File: src/rtl/cpu_alu_pkg.sv
// Shared CPU ALU definitions: word/rotate widths, opcodes and rotate FSM states.
// Latency: n/a (types and constants only).
// Backpressure: n/a.
//
// Contents:
//   WORD_W      - ALU data width
//   ROT_AMT_W   - rotate-amount width (amount is taken modulo WORD_W)
//   alu_op_t    - ALU opcode encoding, including both rotate directions
//   rot_state_t - state encoding for the sequential rotate units
package cpu_alu_pkg;

  localparam int WORD_W    = 16;
  localparam int ROT_AMT_W = 4;

  typedef enum logic [3:0] {
    OP_ADD = 4'd0,
    OP_SUB = 4'd1,
    OP_AND = 4'd2,
    OP_OR  = 4'd3,
    OP_XOR = 4'd4,
    OP_NOT = 4'd5,
    OP_SHL = 4'd6,
    OP_SHR = 4'd7,
    OP_ROR = 4'd8,
    OP_ROL = 4'd9
  } alu_op_t;

  typedef enum logic {
    ROT_IDLE  = 1'b0,
    ROT_SHIFT = 1'b1
  } rot_state_t;

endpackage

File: src/rtl/rol_seq_unit_if.sv
// Start/done handshake bundle between the ALU control FSM and the rotate-left unit.
// Latency: n/a (wires only).
// Backpressure: master may only expect a start to be taken while ready=1.
//
// Signals:
//   start  - request pulse from the controller
//   A, B   - operand and rotate amount (amount in the low bits of B)
//   ready  - unit idle, start will be accepted on the next edge
//   busy   - rotation in progress (always ~ready)
//   done   - one-cycle pulse, ROL/cout valid
//   ROL    - rotated result, held until the next accept
//   cout   - last bit rotated out of the MSB
interface rol_seq_unit_if #(
  parameter int WIDTH = cpu_alu_pkg::WORD_W
);

  logic             start;
  logic [WIDTH-1:0] A;
  logic [WIDTH-1:0] B;
  logic             ready;
  logic             busy;
  logic             done;
  logic [WIDTH-1:0] ROL;
  logic             cout;

  // Controller side.
  modport master (
    output start, A, B,
    input  ready, busy, done, ROL, cout
  );

  // Rotate unit side.
  modport slave (
    input  start, A, B,
    output ready, busy, done, ROL, cout
  );

endinterface

File: src/rtl/rol_barrel.sv
// Combinational WIDTH-bit rotate-left by a variable amount (log2 mux stages).
// Latency: 0 cycles (pure combinational).
// Backpressure: none.
//
// Ports:
//   din  - value to rotate
//   amt  - rotate amount; stage s rotates by 2**s when amt[s] is set
//   dout - din rotated left by amt (modulo WIDTH)
// A right-rotate by N is obtained by feeding amt = WIDTH-N.
module rol_barrel #(
  parameter int WIDTH = 16,
  parameter int AMT_W = 4
) (
  input  logic [WIDTH-1:0] din,
  input  logic [AMT_W-1:0] amt,
  output logic [WIDTH-1:0] dout
);

  logic [WIDTH-1:0] stage [AMT_W+1];

  assign stage[0] = din;

  for (genvar s = 0; s < AMT_W; s++) begin : g_stage
    // Rotating by a multiple of WIDTH is the identity, so such a stage is a wire.
    localparam int SH = (1 << s) % WIDTH;
    if (SH == 0) begin : g_pass
      assign stage[s+1] = stage[s];
    end else begin : g_rot
      assign stage[s+1] = amt[s] ? ((stage[s] << SH) | (stage[s] >> (WIDTH - SH)))
                                 : stage[s];
    end
  end

  assign dout = stage[AMT_W];

endmodule

File: src/rtl/rol_seq_unit.sv
// Rotate-left execution unit: rotates A left by B[AMT_W-1:0] under a start/done handshake.
// Latency: done N cycles after accept (N = amount), 0 extra cycles when N=0 or barrel build.
// Backpressure: ready=0 while rotating; start is ignored (not queued) when not ready.
//
// Ports:
//   clk   - clock, all state changes on the rising edge
//   rst_n - synchronous active-low reset; wins over a simultaneous start
//   io    - rol_seq_unit_if.slave: start/A/B in, ready/busy/done/ROL/cout out
//
// Build option: define ROL_SEQ_BARREL_EN to replace the one-bit-per-cycle
// SHIFT loop with a single-cycle barrel rotator (done on every accept edge,
// busy never asserted). Port list is identical in both builds.
module rol_seq_unit
  import cpu_alu_pkg::*;
#(
  parameter int WIDTH = WORD_W,
  parameter int AMT_W = ROT_AMT_W
) (
  input  logic           clk,
  input  logic           rst_n,
  rol_seq_unit_if.slave  io
);

  rot_state_t       state_q, state_d;
  logic [WIDTH-1:0] data_q,  data_d;
  logic [AMT_W-1:0] cnt_q,   cnt_d;
  logic             cout_q,  cout_d;
  logic             done_q,  done_d;

  logic [AMT_W-1:0] amt;

  // Only the low bits of B carry the amount, which makes the rotate modulo WIDTH.
  assign amt = io.B[AMT_W-1:0];

  logic unused_b_hi;
  assign unused_b_hi = ^io.B[WIDTH-1:AMT_W];

`ifdef ROL_SEQ_BARREL_EN
  logic [WIDTH-1:0] rot_full;

  rol_barrel #(
    .WIDTH (WIDTH),
    .AMT_W (AMT_W)
  ) u_barrel (
    .din  (io.A),
    .amt  (amt),
    .dout (rot_full)
  );
`endif

  // Next-state and datapath decode.
  always_comb begin
    state_d = state_q;
    data_d  = data_q;
    cnt_d   = cnt_q;
    cout_d  = cout_q;
    done_d  = 1'b0;

    unique case (state_q)
      ROT_IDLE: begin
        if (io.start) begin
`ifdef ROL_SEQ_BARREL_EN
          // Whole rotate in one step; the bit that ended up in position 0
          // is the last one that left the MSB.
          data_d = rot_full;
          cnt_d  = '0;
          cout_d = (amt != '0) && rot_full[0];
          done_d = 1'b1;
`else
          data_d = io.A;
          cnt_d  = amt;
          cout_d = 1'b0;
          if (amt == '0) begin
            done_d = 1'b1;
          end else begin
            state_d = ROT_SHIFT;
          end
`endif
        end
      end

      ROT_SHIFT: begin
        data_d = {data_q[WIDTH-2:0], data_q[WIDTH-1]};
        cout_d = data_q[WIDTH-1];
        cnt_d  = cnt_q - AMT_W'(1);
        // cnt==1 means this edge performs the final single-bit rotate.
        if (cnt_q == AMT_W'(1)) begin
          done_d  = 1'b1;
          state_d = ROT_IDLE;
        end
      end

      default: begin
        state_d = ROT_IDLE;
      end
    endcase
  end

  // State register; reset discards any in-flight rotate without a done.
  always_ff @(posedge clk) begin
    if (!rst_n) begin
      state_q <= ROT_IDLE;
      data_q  <= '0;
      cnt_q   <= '0;
      cout_q  <= 1'b0;
      done_q  <= 1'b0;
    end else begin
      state_q <= state_d;
      data_q  <= data_d;
      cnt_q   <= cnt_d;
      cout_q  <= cout_d;
      done_q  <= done_d;
    end
  end

  assign io.ROL   = data_q;
  assign io.cout  = cout_q;
  assign io.done  = done_q;
  assign io.busy  = (state_q == ROT_SHIFT);
  assign io.ready = (state_q == ROT_IDLE);

endmodule

File: src/flat_wrapper.sv
// flat-port wrapper written by rule: the top's interface ports become plain ports
module rol_seq_unit_flat import cpu_alu_pkg::*;
#(
  parameter int WIDTH = WORD_W,
  parameter int AMT_W = ROT_AMT_W
)
  (clk, rst_n, io_start, io_A, io_B, io_ready, io_busy, io_done, io_ROL, io_cout);
  rol_seq_unit_if #(.WIDTH(WIDTH)) io_i ();
  input  logic clk;
  input  logic rst_n;
  input wire logic [$bits(io_i.start)-1:0] io_start;
  input wire logic [$bits(io_i.A)-1:0] io_A;
  input wire logic [$bits(io_i.B)-1:0] io_B;
  output wire logic [$bits(io_i.ready)-1:0] io_ready;
  output wire logic [$bits(io_i.busy)-1:0] io_busy;
  output wire logic [$bits(io_i.done)-1:0] io_done;
  output wire logic [$bits(io_i.ROL)-1:0] io_ROL;
  output wire logic [$bits(io_i.cout)-1:0] io_cout;
  assign io_i.start = io_start;
  assign io_i.A = io_A;
  assign io_i.B = io_B;
  assign io_ready = io_i.ready;
  assign io_busy = io_i.busy;
  assign io_done = io_i.done;
  assign io_ROL = io_i.ROL;
  assign io_cout = io_i.cout;
  rol_seq_unit #(.WIDTH(WIDTH), .AMT_W(AMT_W)) u_core (.clk(clk), .rst_n(rst_n), .io(io_i));
endmodule
File: config.mk
export PLATFORM = sky130hd
export DESIGN_NAME = rol_seq_unit_flat
export DESIGN_NICKNAME = d
export VERILOG_FILES = /design/src/rtl/cpu_alu_pkg.sv /design/src/rtl/rol_seq_unit_if.sv /design/src/rtl/rol_barrel.sv /design/src/rtl/rol_seq_unit.sv /design/src/flat_wrapper.sv
export SDC_FILE = /design/constraint.sdc
export NUM_CORES = 1
export LEC_CHECK = 0
export CAP_MARGIN = 25
export CORE_ASPECT_RATIO = 1.2
export CORE_UTILIZATION = 33
export CTS_CLUSTER_SIZE = 20
export DETAILED_ROUTE_END_ITERATION = 8
export GPL_TIMING_DRIVEN = 0
export PLACE_DENSITY = 0.81
export SLEW_MARGIN = 5
export SYNTH_ARGS = -nofsm -noshare
export SYNTH_HDL_FRONTEND = slang
export SYNTH_SLANG_ARGS = --single-unit
File: constraint.sdc
create_clock -name clk -period 1.06 [get_ports clk]
set_input_delay 0.265 -clock clk [delete_from_list [all_inputs] [get_ports clk]]
set_output_delay 0.265 -clock clk [all_outputs]
set_load 0.02 [all_outputs]
==> results summary, run 1 <==
The flow ran to the end, but the final reports show violations. The final reports fail on setup timing. The CTS tree is built. The layout has 250 filler cells. The via count normalized by instance count came out at 5.19. The via count of the first global-routing pass came out at 1208.

The transition time of the tightest slew-check pin is 0.273 ns. The largest vdd supply drop is 0.968 mV. The final hold slack is 0.436 ns. The critical path is of the flip-flop to output pin type. The count of max-cap constraint violations is 0. The initial antenna violation count is 0. The cell that appears most often on the critical path is sky130_fd_sc_hd__buf_6. The placer's final routability congestion estimate came out at 0.794. In this run the power density over the cells is 1130 mW/mm2.

The die boundary height is 65.1 um. The worst path in the final design needs a cycle of 1.23 ns, including I/O delays and setup. The number of setup violations in the final report came out at 14.

The number of buffers inserted for hold repair after clock tree synthesis is 0. The fmax is 0.810 GHz. In the post-route analysis, the smallest setup slack over all paths is -0.175 ns. The total number of nets in the final design came out at 226. The post-synthesis register bit count is 23.

Summing all multi-input logic gate instances after layout gives 656 um2. At the worst endpoint, the required time is 0.79 ns. Entering global routing, the biggest net connects 14 pins.

The leakage power figure came out at 0.823 nW. The number of hold-slack violations in the final timing report is 0. Along the worst path, the maximum fanout reaches 4. The data arrival time at the worst-slack endpoint is 0.97 ns. The kind of end point of the critical path is an output pin. Compared with the post-synthesis result, the final layout area differs by 73.2%.

The minimum setup slack after placement is -0.647 ns. The number of search-and-repair iterations in the first detailed-routing pass is 4. In this run the tightest slew margin relative to its limit is 81.7%. Input and output buffers added on the ports amount to 42. The synthesized area per cell is 8.91 um2. The number of design-rule violations left by the first detailed-router iteration came out at 52.

The final count of pins violating max slew was 0. The first global-routing pass estimated 5330 um of wire. The die covers 0.00356 mm2. The async set or reset register ratio after synthesis is 0%. The die is 54.6 um wide. The post-route netlist has 55.9% of its cells at a drive strength greater than 1. The CTS H-tree depth is 1. The clock passes through at most 2 buffers. The total routing usage reported by global routing is 20.5%.

The routed length per instance came out at 15.0 um. The number of inserted diodes came out at 0. The sequential share of the synthesized area came out at 42.0%. The worst-case clock skew came out at 0.00343 ns. The total number of yosys warnings is 0. The signal on the critical path passes through inv_4 > buf_6 > buf_6.

Counting the buffers created by CTS gives 3. The clock transition at the registers of the reported paths came out at 0.13 ns. The area used by sequential logic in the layout came out at 489 um2. The number of different library cells in the post-synthesis netlist is 27. The critical path's largest stage delay is 0.39 ns.

The initial utilization of the core area, before any placement, comes to 35.2%. The share of the clock period used by the worst path after layout came out at 116%. The routed wire length came out at 3350 um. After global routing the overflow that remains totals 0. Counting every instance in the synthesized netlist gives 123. The routed layout has 1163 vias.

The classification of the worst-slack hold path is primary input to flip-flop. The clock latency on the worst-skew pair came out at 0.32 ns. Clock tree synthesis found a total of 23 sinks.

The number of enable flip-flop cells after synthesis is 0. The DRC violation count after routing is 0. The post-DP HPWL came out at 2070 um. The post-synthesis instance area is 0.00110 mm2.

The remaining antenna violation count after routing is 0. In this run the clock root is driven by a sky130_fd_sc_hd__clkbuf_4. The core region area is 0.00311 mm2. Setup repair after global routing could not meet its margin everywhere. The I/O pin count came out at 55. The initialized floorplan defines 22 standard-cell rows. STA classifies the critical path startpoint as a flip-flop.

For this design, the slowest cell found on the critical path is sky130_fd_sc_hd__dfxtp_4. The most used flip-flop cell after synthesis is sky130_fd_sc_hd__dfxtp_1. The post-route total power is 2.14 mW.

The number of nets produced by synthesis came out at 160.
==> repair_timing <==
action | CTS | global route
setup buffers | 19 | 0
setup endpoints to repair | 43 | 38
gates cloned | 1 | 0
gates resized for setup | 158 | 19
pin swaps | 3 | 2
==> flip-flops by register name (all words and copies together), names as in the netlist <==
| signal | cells |
|---|---|
| u_core.io.done | 1 |
| u_core.io.ROL | 16 |
| u_core.cnt_q | 4 |
| u_core.io.busy | 1 |
| u_core.io.cout | 1 |
==> worst max-delay path: cells and delay by family (launching register included) <==
kind | cells | cell delay (ns)
flops | 1 | 0.39
buf+inv | 3 | 0.26
==> synthesized netlist by cell type, types with 2 or more instances <==
| cell | number | area share [%] |
|---|---|---|
| sky130_fd_sc_hd__inv_1 | 3 | 1.0 |
| sky130_fd_sc_hd__buf_2 | 2 | 0.91 |
| sky130_fd_sc_hd__a21oi_1 | 15 | 6.8 |
| sky130_fd_sc_hd__nand3b_1 | 3 | 2.1 |
| sky130_fd_sc_hd__o211a_1 | 3 | 2.7 |
| sky130_fd_sc_hd__ha_1 | 2 | 2.3 |
| sky130_fd_sc_hd__mux2i_1 | 4 | 3.7 |
| sky130_fd_sc_hd__buf_4 | 3 | 2.1 |
| sky130_fd_sc_hd__mux2_2 | 13 | 13 |
| sky130_fd_sc_hd__nor2b_1 | 3 | 1.7 |
| sky130_fd_sc_hd__nor2_1 | 4 | 1.4 |
| sky130_fd_sc_hd__nand2_1 | 31 | 11 |
| sky130_fd_sc_hd__dfxtp_1 | 23 | 42 |
==> cell type report <==
cell class | count | area share (%)
Tap cell | 36 | 2.37
Buffer | 6 | 3.43
Timing Repair Buffer | 62 | 31.2
Clock buffer | 3 | 1.19
Clock inverter | 1 | 0.264
Multi-Input combinational cell | 89 | 34.5
Inverter | 4 | 1.19
Sequential cell | 23 | 25.8
==> layout by cell type, fill, tap and decap left out, drive strengths merged, types with 2 or more instances in the layout <==
cell            n
nor2b           3
clkbuf          5
nor2            4
nand2          31
clkinv          2
ha              2
mux2           13
inv             3
buf            45
o211a           3
dfxtp          23
nand3b          3
clkdlybuf4s50  20
a21oi          15
mux2i           4
==> power breakdown <==
part	leakage (nW)	internal, mW	total (mW)	switching, mW
clock network	0.0177	0.141	0.412	0.271
logic	0.608	0.406	0.729	0.322
registers	0.197	0.942	1.00	0.0595
total	0.823	1.49	2.14	0.652
==> kinds of logic (layout without fill, tap and decap cells) <==
kind of cell / after synthesis / count (layout) / share of synthesized area [%]
AOI/OAI and AO/OA: 24 / 24 / 13.9
muxes: 17 / 17 / 17.0
and+or+nand+nor: 46 / 46 / 19.1
DFF: 23 / 23 / 42.0
adders and majority gates: 2 / 2 / 2.28
buffers and inverters: 11 / 76 / 5.71
==> metal layers <==
metal	up-vias	share of wire (%)	GRT usage [%]
li1	556	-	-
met1	563	39	23.1
met2	38	55	37.5
met3	6	5.2	3.47
met4	0	1.1	5.45
met5	-	0	0
==> metrics by stage <==
stage	cell area, um2	setup TNS, ns	instances	util, %
6_report	1900	-0.791	224	61.0
3_5_place_dp	1570	-15.61	201	50.4
3_3_place_gp	1570	-15.30	201	50.4
5_1_grt	1900	-1.64	224	61.0
2_1_floorplan	1100	0	123	-
4_1_cts	1860	-0.911	225	59.7
==> worst paths after layout <==
check                   startpoint                 to  slack, ns  cells after the start
hold / removal               rst_n  u_core.io.ROL[13]       0.44                      2
hold reg to reg   u_core.io.ROL[6]   u_core.io.ROL[7]       0.49                      2
setup reg to reg    u_core.io.busy     u_core.io.done      -0.12                      5
setup / recovery    u_core.io.busy           io_ready      -0.17                      3
No activity file was read; power rests on OpenSTA's default activity.
==> run 2, diff against run 1 <==
--- a/config.mk
+++ b/config.mk
@@ -5,13 +5,14 @@
 export SDC_FILE = /design/constraint.sdc
 export NUM_CORES = 1
 export LEC_CHECK = 0
+export ABC_CLOCK_PERIOD_IN_PS = 1060
 export CAP_MARGIN = 25
 export CORE_ASPECT_RATIO = 1.2
-export CORE_UTILIZATION = 33
+export CORE_UTILIZATION = 35
 export CTS_CLUSTER_SIZE = 20
 export DETAILED_ROUTE_END_ITERATION = 8
 export GPL_TIMING_DRIVEN = 0
-export PLACE_DENSITY = 0.81
+export PLACE_DENSITY = 0.84
 export SLEW_MARGIN = 5
 export SYNTH_ARGS = -nofsm -noshare
 export SYNTH_HDL_FRONTEND = slang
==> results summary, run 2 (synthesized netlist as in run 1, its figures left out) <==
The flow ran to the end, but the final reports show violations. The final reports fail on setup timing. The via count normalized by instance count is 5.40 (+4.1%).

The I/O pin count is 55 (unchanged). The via count of the first global-routing pass came out at 1223 (+1.2%). The sum of overflow across all layers after global routing came out at 0 (unchanged). The area enclosed by the die boundary was 0.00336 mm2 (-5.5%). The final count of pins violating max slew is 0 (unchanged). The global routing met1 resource utilization is 24.9% (+1.8 points).

The core region area came out at 0.00289 mm2 (-7.1%). The global routing met3 resource utilization came out at 3.62% (+0.15 points). The remaining max-slew budget at the tightest pin is 80.5% (-1.2 points). The total negative setup slack is -1.70 ns (-0.909 ns).

The instance count after placement with tap cells included was 199 (-1.0%). The minimum setup slack after placement came to -0.673 ns (-0.0259 ns). The slack of the worst reg-to-reg path came out at -0.12 ns (about the same). On the critical path, the stage with the largest delay is an instance of sky130_fd_sc_hd__dfxtp_4. The post-route worst setup slack was -0.201 ns (-0.0264 ns). The clock latency on the worst-skew pair came out at 0.33 ns (about the same). The clock tree buffer depth is 2 (unchanged). The critical path ends at io_ready. The number of buffers created by CTS was 3 (unchanged). In this run the most used layer during global routing was met2.

The number of setup violations in the final report came out at 32 (+18). The total routing usage reported by global routing is 22.2% (+1.7 points). The area of placed instances was 0.00156 mm2 (-0.16%). The number of search-and-repair iterations in the first detailed-routing pass is 4 (unchanged). The wire length of the first global-routing pass is 5570 um (+4.5%).

The total number of vias was 1216 (+4.6%). The routed wire length is 3670 um (+9.4%). The placer's final routability congestion estimate came to 0.746 (-6.0%). The data arrival time at the worst-slack endpoint is 1.00 ns (+0.03 ns). Among the stages of the critical path, the cell type that occurs most often is sky130_fd_sc_hd__buf_6. The worst reg2reg path startpoint is u_core.io.busy.

The fmax was 0.793 GHz (-2.1%). The routed length per instance came out at 16.3 um (+8.9%). The number of buffers inserted for hold repair after clock tree synthesis is 0 (unchanged).

The post-DP HPWL is 2070 um (-0.38%). The classification of the worst-slack hold path is primary input to flip-flop. The critical path depth in cells was 3 (unchanged). The effective utilization at floorplan came out at 37.9% (+2.7 points). The clock sink count is 23 (unchanged). The maximum number of pins on one net before global-route repair is 14 (unchanged). The ratio of total power to cell area was 1120 mW/mm2 (-0.91%). TritonCTS built the clock tree.

The worst setup path is launched from a flip-flop. The total buffers and inverters traversed by the critical path came to 3 (unchanged). The critical path's largest stage delay came out at 0.39 ns (about the same).

The leakage power figure came out at 0.890 nW (+8.1%). The transition time of the tightest slew-check pin came out at 0.290 ns (+0.0174 ns). The count of max-cap constraint violations came to 0 (unchanged). The number of hold-slack violations in the final timing report came out at 0 (unchanged). The number of I/O port buffers came out at 42 (unchanged). The share of cells above drive strength 1 came to 57.1% (+1.2 points). The beginning of the critical path is u_core.io.busy. The number of design-rule violations left by the first detailed-router iteration is 48 (-7.7%). The die boundary height came to 63.3 um (-2.8%). The area added between synthesis and finish is 79.1%.

The required time of the critical path is 0.79 ns (about the same). The endpoint identified for the worst register-to-register timing path is u_core.cnt_q[2]. The worst-case clock skew came to 0.00990 ns (+0.00647 ns). The DRC violation count after routing came out at 0 (unchanged). The final instance count without filler cells was 225 (+0.45%). The logic depth of the worst register-to-register path came out at 5 (unchanged). The number of inserted diodes is 0 (unchanged). Setup repair after global routing could not meet its margin everywhere.

The critical path goes through inv_4 > buf_6 > buf_6. The number of flip-flops under the largest register name was 16 (unchanged). The initial antenna violation count came out at 0 (unchanged). The remaining antenna violation count after routing is 0 (unchanged). The met2 track demand over resource came out at 41.9% (+4.4 points). In the layout the commonest cells are sky130_fd_sc_hd__buf_6, sky130_fd_sc_hd__nand2_1, sky130_fd_sc_hd__clkdlybuf4s50_1, sky130_fd_sc_hd__dfxtp_2, sky130_fd_sc_hd__buf_4. The critical path is of the flip-flop to output pin type. The minimum period implied by the final worst setup slack came to 1.26 ns (+0.0264 ns). The largest fanout on the critical path came to 3 (-1). The clock transition at the registers of the reported paths is 0.14 ns (about the same). The filler cell count is 225 (-10%).

CTS placed an instance of sky130_fd_sc_hd__clkbuf_4 at the clock tree root. The standard-cell row count came out at 21 (-4.5%). The largest vdd supply drop came out at 0.859 mV (-11%). The kind of cell with the highest combined delay along the critical path is flip-flops.

The width of the chip is 53.1 um (-2.8%). The CTS H-tree depth came out at 1 (unchanged). The area of all placed cells without fillers is 0.00196 mm2 (+3.4%). The utilization after layout was 67.9% (+6.9 points). The kind of end point of the critical path is an output pin. The share of the clock period used by the worst path after layout is 119% (+2.5 points). The total number of nets in the final design is 229 (+1.3%).
-- run 2: changes by cell type in the layout (fill, tap and decap cells not counted), moves of 2 or more --
cell,delta
sky130_fd_sc_hd__nand2_4,+3
sky130_fd_sc_hd__buf_6,+2
sky130_fd_sc_hd__inv_2,-2
sky130_fd_sc_hd__nand2_1,-3
sky130_fd_sc_hd__inv_1,+2
-- run 2: worst min path at each step --
stage                     start                end  slack [ns]  cells after the start
2_1_floorplan             rst_n    u_core.cnt_q[1]        0.41                      1
3_3_place_gp   u_core.io.ROL[6]   u_core.io.ROL[7]        0.45                      2
3_5_place_dp   u_core.io.ROL[8]   u_core.io.ROL[9]        0.46                      2
4_1_cts                   rst_n  u_core.io.ROL[12]        0.45                      2
5_1_grt                 io_B[3]     u_core.io.done        0.39                      4
6_report                io_B[3]    u_core.cnt_q[3]        0.38                      3
-- run 2: what timing repair did --
| item | CTS | global route |
|---|---|---|
| setup endpoints to repair | 43 | 42 |
| pin swaps | 2 | 5 |
| setup buffers | 18 | 4 |
| resized for setup | 160 | 26 |
| cloned | 1 | 1 |
-- run 2: layout make-up --
| type | count | area (um2) | share of cell area (%) |
|---|---|---|---|
| Multi-Input combinational cell | 89 | 682 | 34.7 |
| Tap cell | 34 | 42.5 | 2.17 |
| Clock inverter | 1 | 5.00 | 0.255 |
| Buffer | 6 | 61.3 | 3.12 |
| Timing Repair Buffer | 65 | 639 | 32.6 |
| Inverter | 4 | 22.5 | 1.15 |
| Clock buffer | 3 | 22.5 | 1.15 |
| Sequential cell | 23 | 488 | 24.9 |
-- run 2: worst reg2reg max path, stage by stage (launching register included) --
cell and delay (ns):
sky130_fd_sc_hd__dfxtp_4 0.39, sky130_fd_sc_hd__buf_6 0.12, sky130_fd_sc_hd__buf_6 0.11, sky130_fd_sc_hd__mux2i_1 0.10, sky130_fd_sc_hd__a222oi_1 0.30, sky130_fd_sc_hd__nor2_1 0.07
-- run 2: power by group --
part	switching (mW)	internal, mW	leakage, nW
clock network	0.286	0.142	0.0177
logic	0.341	0.425	0.675
registers	0.0608	0.942	0.197
-- run 2: stage by stage --
stage | hold slack (ns) | total power [mW]
after floorplan | 0.411 | 1.30
after global routing | 0.393 | 2.29
after detailed placement | 0.461 | 1.55
after global placement | 0.453 | 1.54
after CTS | 0.447 | 2.10
final | 0.379 | 2.20
-- run 2: layer usage --
| layer | up-vias | part of all wire [%] |
|---|---|---|
| li1 | 558 | - |
| met1 | 597 | 37 |
| met2 | 47 | 55 |
| met3 | 14 | 5.4 |
| met4 | 0 | 3.0 |
| met5 | - | 0 |
==> run 3, diff against run 2 <==
--- a/config.mk
+++ b/config.mk
@@ -5,7 +5,7 @@
 export SDC_FILE = /design/constraint.sdc
 export NUM_CORES = 1
 export LEC_CHECK = 0
-export ABC_CLOCK_PERIOD_IN_PS = 1060
+export ABC_CLOCK_PERIOD_IN_PS = 1100
 export CAP_MARGIN = 25
 export CORE_ASPECT_RATIO = 1.2
 export CORE_UTILIZATION = 35
==> constraint.sdc (replaced) <==
create_clock -name clk -period 1.1 [get_ports clk]
set_input_delay 0.275 -clock clk [delete_from_list [all_inputs] [get_ports clk]]
set_output_delay 0.275 -clock clk [all_outputs]
set_load 0.02 [all_outputs]
==> results summary, run 3 (synthesized netlist as in run 1, its figures left out) <==
The utilization after layout came out at 65.4% (-2.6 points). The number of setup violations in the final report is 18 (-44%). The area of all placed cells without fillers came to 0.00189 mm2 (-3.8%). TritonCTS built the clock tree. The maximum number of pins on one net before global-route repair is 13 (-1). The initial antenna violation count is 0 (unchanged).

The die boundary height came out at 63.3 um (unchanged). The sum of overflow across all layers after global routing came out at 0 (unchanged). The clock tree buffer depth is 2 (unchanged). Among all stages on the critical path, the largest delay is contributed by sky130_fd_sc_hd__dfxtp_4. The routed wire length is 3540 um (-3.5%). The via count of the first global-routing pass came out at 1095 (-10%). The share of the clock period used by the worst path after layout came out at 115%. The core region area came out at 0.00289 mm2 (unchanged). The clock latency on the worst-skew pair is 0.33 ns (about the same). The worst hold path begins at rst_n. The flow ran to the end, but the final reports show violations.

The final instance count without filler cells is 220 (-2.2%). The share of cells above drive strength 1 came out at 53.8% (-3.3 points). The final hold slack came to 0.424 ns (+0.0445 ns). The instance count after placement with tap cells included is 199 (unchanged). The worst-case clock skew is 0.00343 ns (-0.00647 ns). The number of design-rule violations left by the first detailed-router iteration came out at 39 (-19%). The routed length per instance is 16.1 um (-1.4%). The DRC violation count after routing came out at 0 (unchanged). The area enclosed by the die boundary is 0.00336 mm2 (unchanged). The largest vdd supply drop came out at 1.05 mV (+22%). The clock sink count came to 23 (unchanged). The remaining max-slew budget at the tightest pin is 80.8% (+0.22 points). The post-route worst setup slack came out at -0.160 ns (+0.0414 ns). The wire length of the first global-routing pass is 5070 um (-8.9%). The total routing usage reported by global routing came out at 20.5% (-1.7 points).

The required time of the critical path was 0.82 ns (+0.03 ns). The total number of nets in the final design is 224 (-2.2%). The total negative setup slack is -0.849 ns (+0.851 ns). The number of buffers created by CTS came out at 3 (unchanged). The post-route total power is 2.10 mW (-4.5%). The most frequent standard cell in the layout excluding fill and tap cells is sky130_fd_sc_hd__nand2_1.

The standard-cell row count came out at 21 (unchanged). The min-delay analysis places its worst path in the category primary input to flip-flop. On the critical path the largest part of the delay comes from flip-flops. The via count normalized by instance count is 5.34 (-1.2%). The leakage power figure is 0.817 nW (-8.3%). The total buffers and inverters traversed by the critical path is 3 (unchanged). The worst setup path is captured at an output pin. The largest fanout on the critical path came out at 4 (+1). The CTS H-tree depth was 1 (unchanged). The effective utilization at floorplan is 37.9% (unchanged). The minimum setup slack after placement came out at -0.624 ns (+0.0496 ns). The number of I/O port buffers was 42 (unchanged).

The worst reg2reg path startpoint is u_core.io.busy. The final count of pins violating max slew came to 0 (unchanged). The number of search-and-repair iterations in the first detailed-routing pass was 4 (unchanged). The filler cell count is 224 (-0.44%). In this run the worst setup path begins at u_core.io.busy. The checks that failed: setup timing. The number of flip-flops under the largest register name came out at 16 (unchanged).

The remaining antenna violation count after routing is 0 (unchanged). The fmax came out at 0.794 GHz. The data arrival time at the worst-slack endpoint is 0.98 ns (-0.02 ns). The minimum period implied by the final worst setup slack is 1.26 ns. The placer's final routability congestion estimate came out at 0.684 (-8.3%). Setup repair after global routing could not meet its margin everywhere.

The number of hold-slack violations in the final timing report is 0 (unchanged). The width of the chip came to 53.1 um (unchanged). The transition time of the tightest slew-check pin came out at 0.289 ns (-0.00117 ns).

In the layout the commonest cells are sky130_fd_sc_hd__nand2_1, sky130_fd_sc_hd__buf_6, sky130_fd_sc_hd__clkdlybuf4s50_1, sky130_fd_sc_hd__dfxtp_2, sky130_fd_sc_hd__buf_4. The ratio of total power to cell area came out at 1110 mW/mm2 (-0.72%). The clock transition at the registers of the reported paths is 0.14 ns (about the same).

The total number of vias came out at 1175 (-3.4%). The count of max-cap constraint violations is 0 (unchanged). Walking the worst path, the cells encountered are inv_4 > buf_6 > buf_6.

The area added between synthesis and finish is 72.4%. The tree is rooted in a sky130_fd_sc_hd__clkbuf_4. Counting stages on the worst path, the most repeated cell is sky130_fd_sc_hd__buf_6. The number of buffers inserted for hold repair after clock tree synthesis was 0 (unchanged).

The multi-input combinational cell area came out at 662 um2 (-2.9%). The area used by sequential logic in the layout is 488 um2 (unchanged). The area of placed instances is 0.00156 mm2 (-0.24%). The worst setup path is of the flip-flop to output pin kind. The post-DP HPWL came out at 1980 um (-4.0%). The I/O pin count came out at 55 (unchanged). The critical path's largest stage delay came out at 0.40 ns (about the same).

The worst setup path is launched from a flip-flop. The number of inserted diodes is 0 (unchanged).
-- run 3: final timing paths --
check / end / slack (ns) / cells after the start
setup / recovery: io_ready / -0.16 / 3
hold / removal: u_core.io.ROL[12] / 0.42 / 2
setup reg to reg: u_core.io.ROL[5] / -0.10 / 6
hold reg to reg: u_core.io.ROL[7] / 0.48 / 2
-- run 3: timing repair --
item / in CTS / in global routing
setup endpoints to repair: 41 / 36
buffers inserted: 9 / 7
gates cloned: 1 / 0
pin swaps: 4 / 2
resized for setup: 141 / 36
-- run 3: routing by layer --
layer  global-route usage, %  up-vias  share of wire (%)
met5                       0        -                  0
met4                    5.92        0                2.8
met3                    4.83        9                4.3
met2                    35.4       34                 53
met1                    24.3      575                 40
li1                        -      557                  -
-- run 3: where the power goes --
part | total, mW | internal (mW) | switching, mW
clock | 0.423 | 0.142 | 0.281
sequential | 0.971 | 0.908 | 0.0623
combinational | 0.704 | 0.390 | 0.314
-- run 3: layout make-up --
cell class | instances | area share, %
Multi-Input combinational cell | 89 | 35.0
Timing Repair Buffer | 59 | 30.3
Inverter | 4 | 1.19
Buffer | 7 | 4.04
Sequential cell | 23 | 25.8
Clock buffer | 4 | 1.39
Tap cell | 34 | 2.25
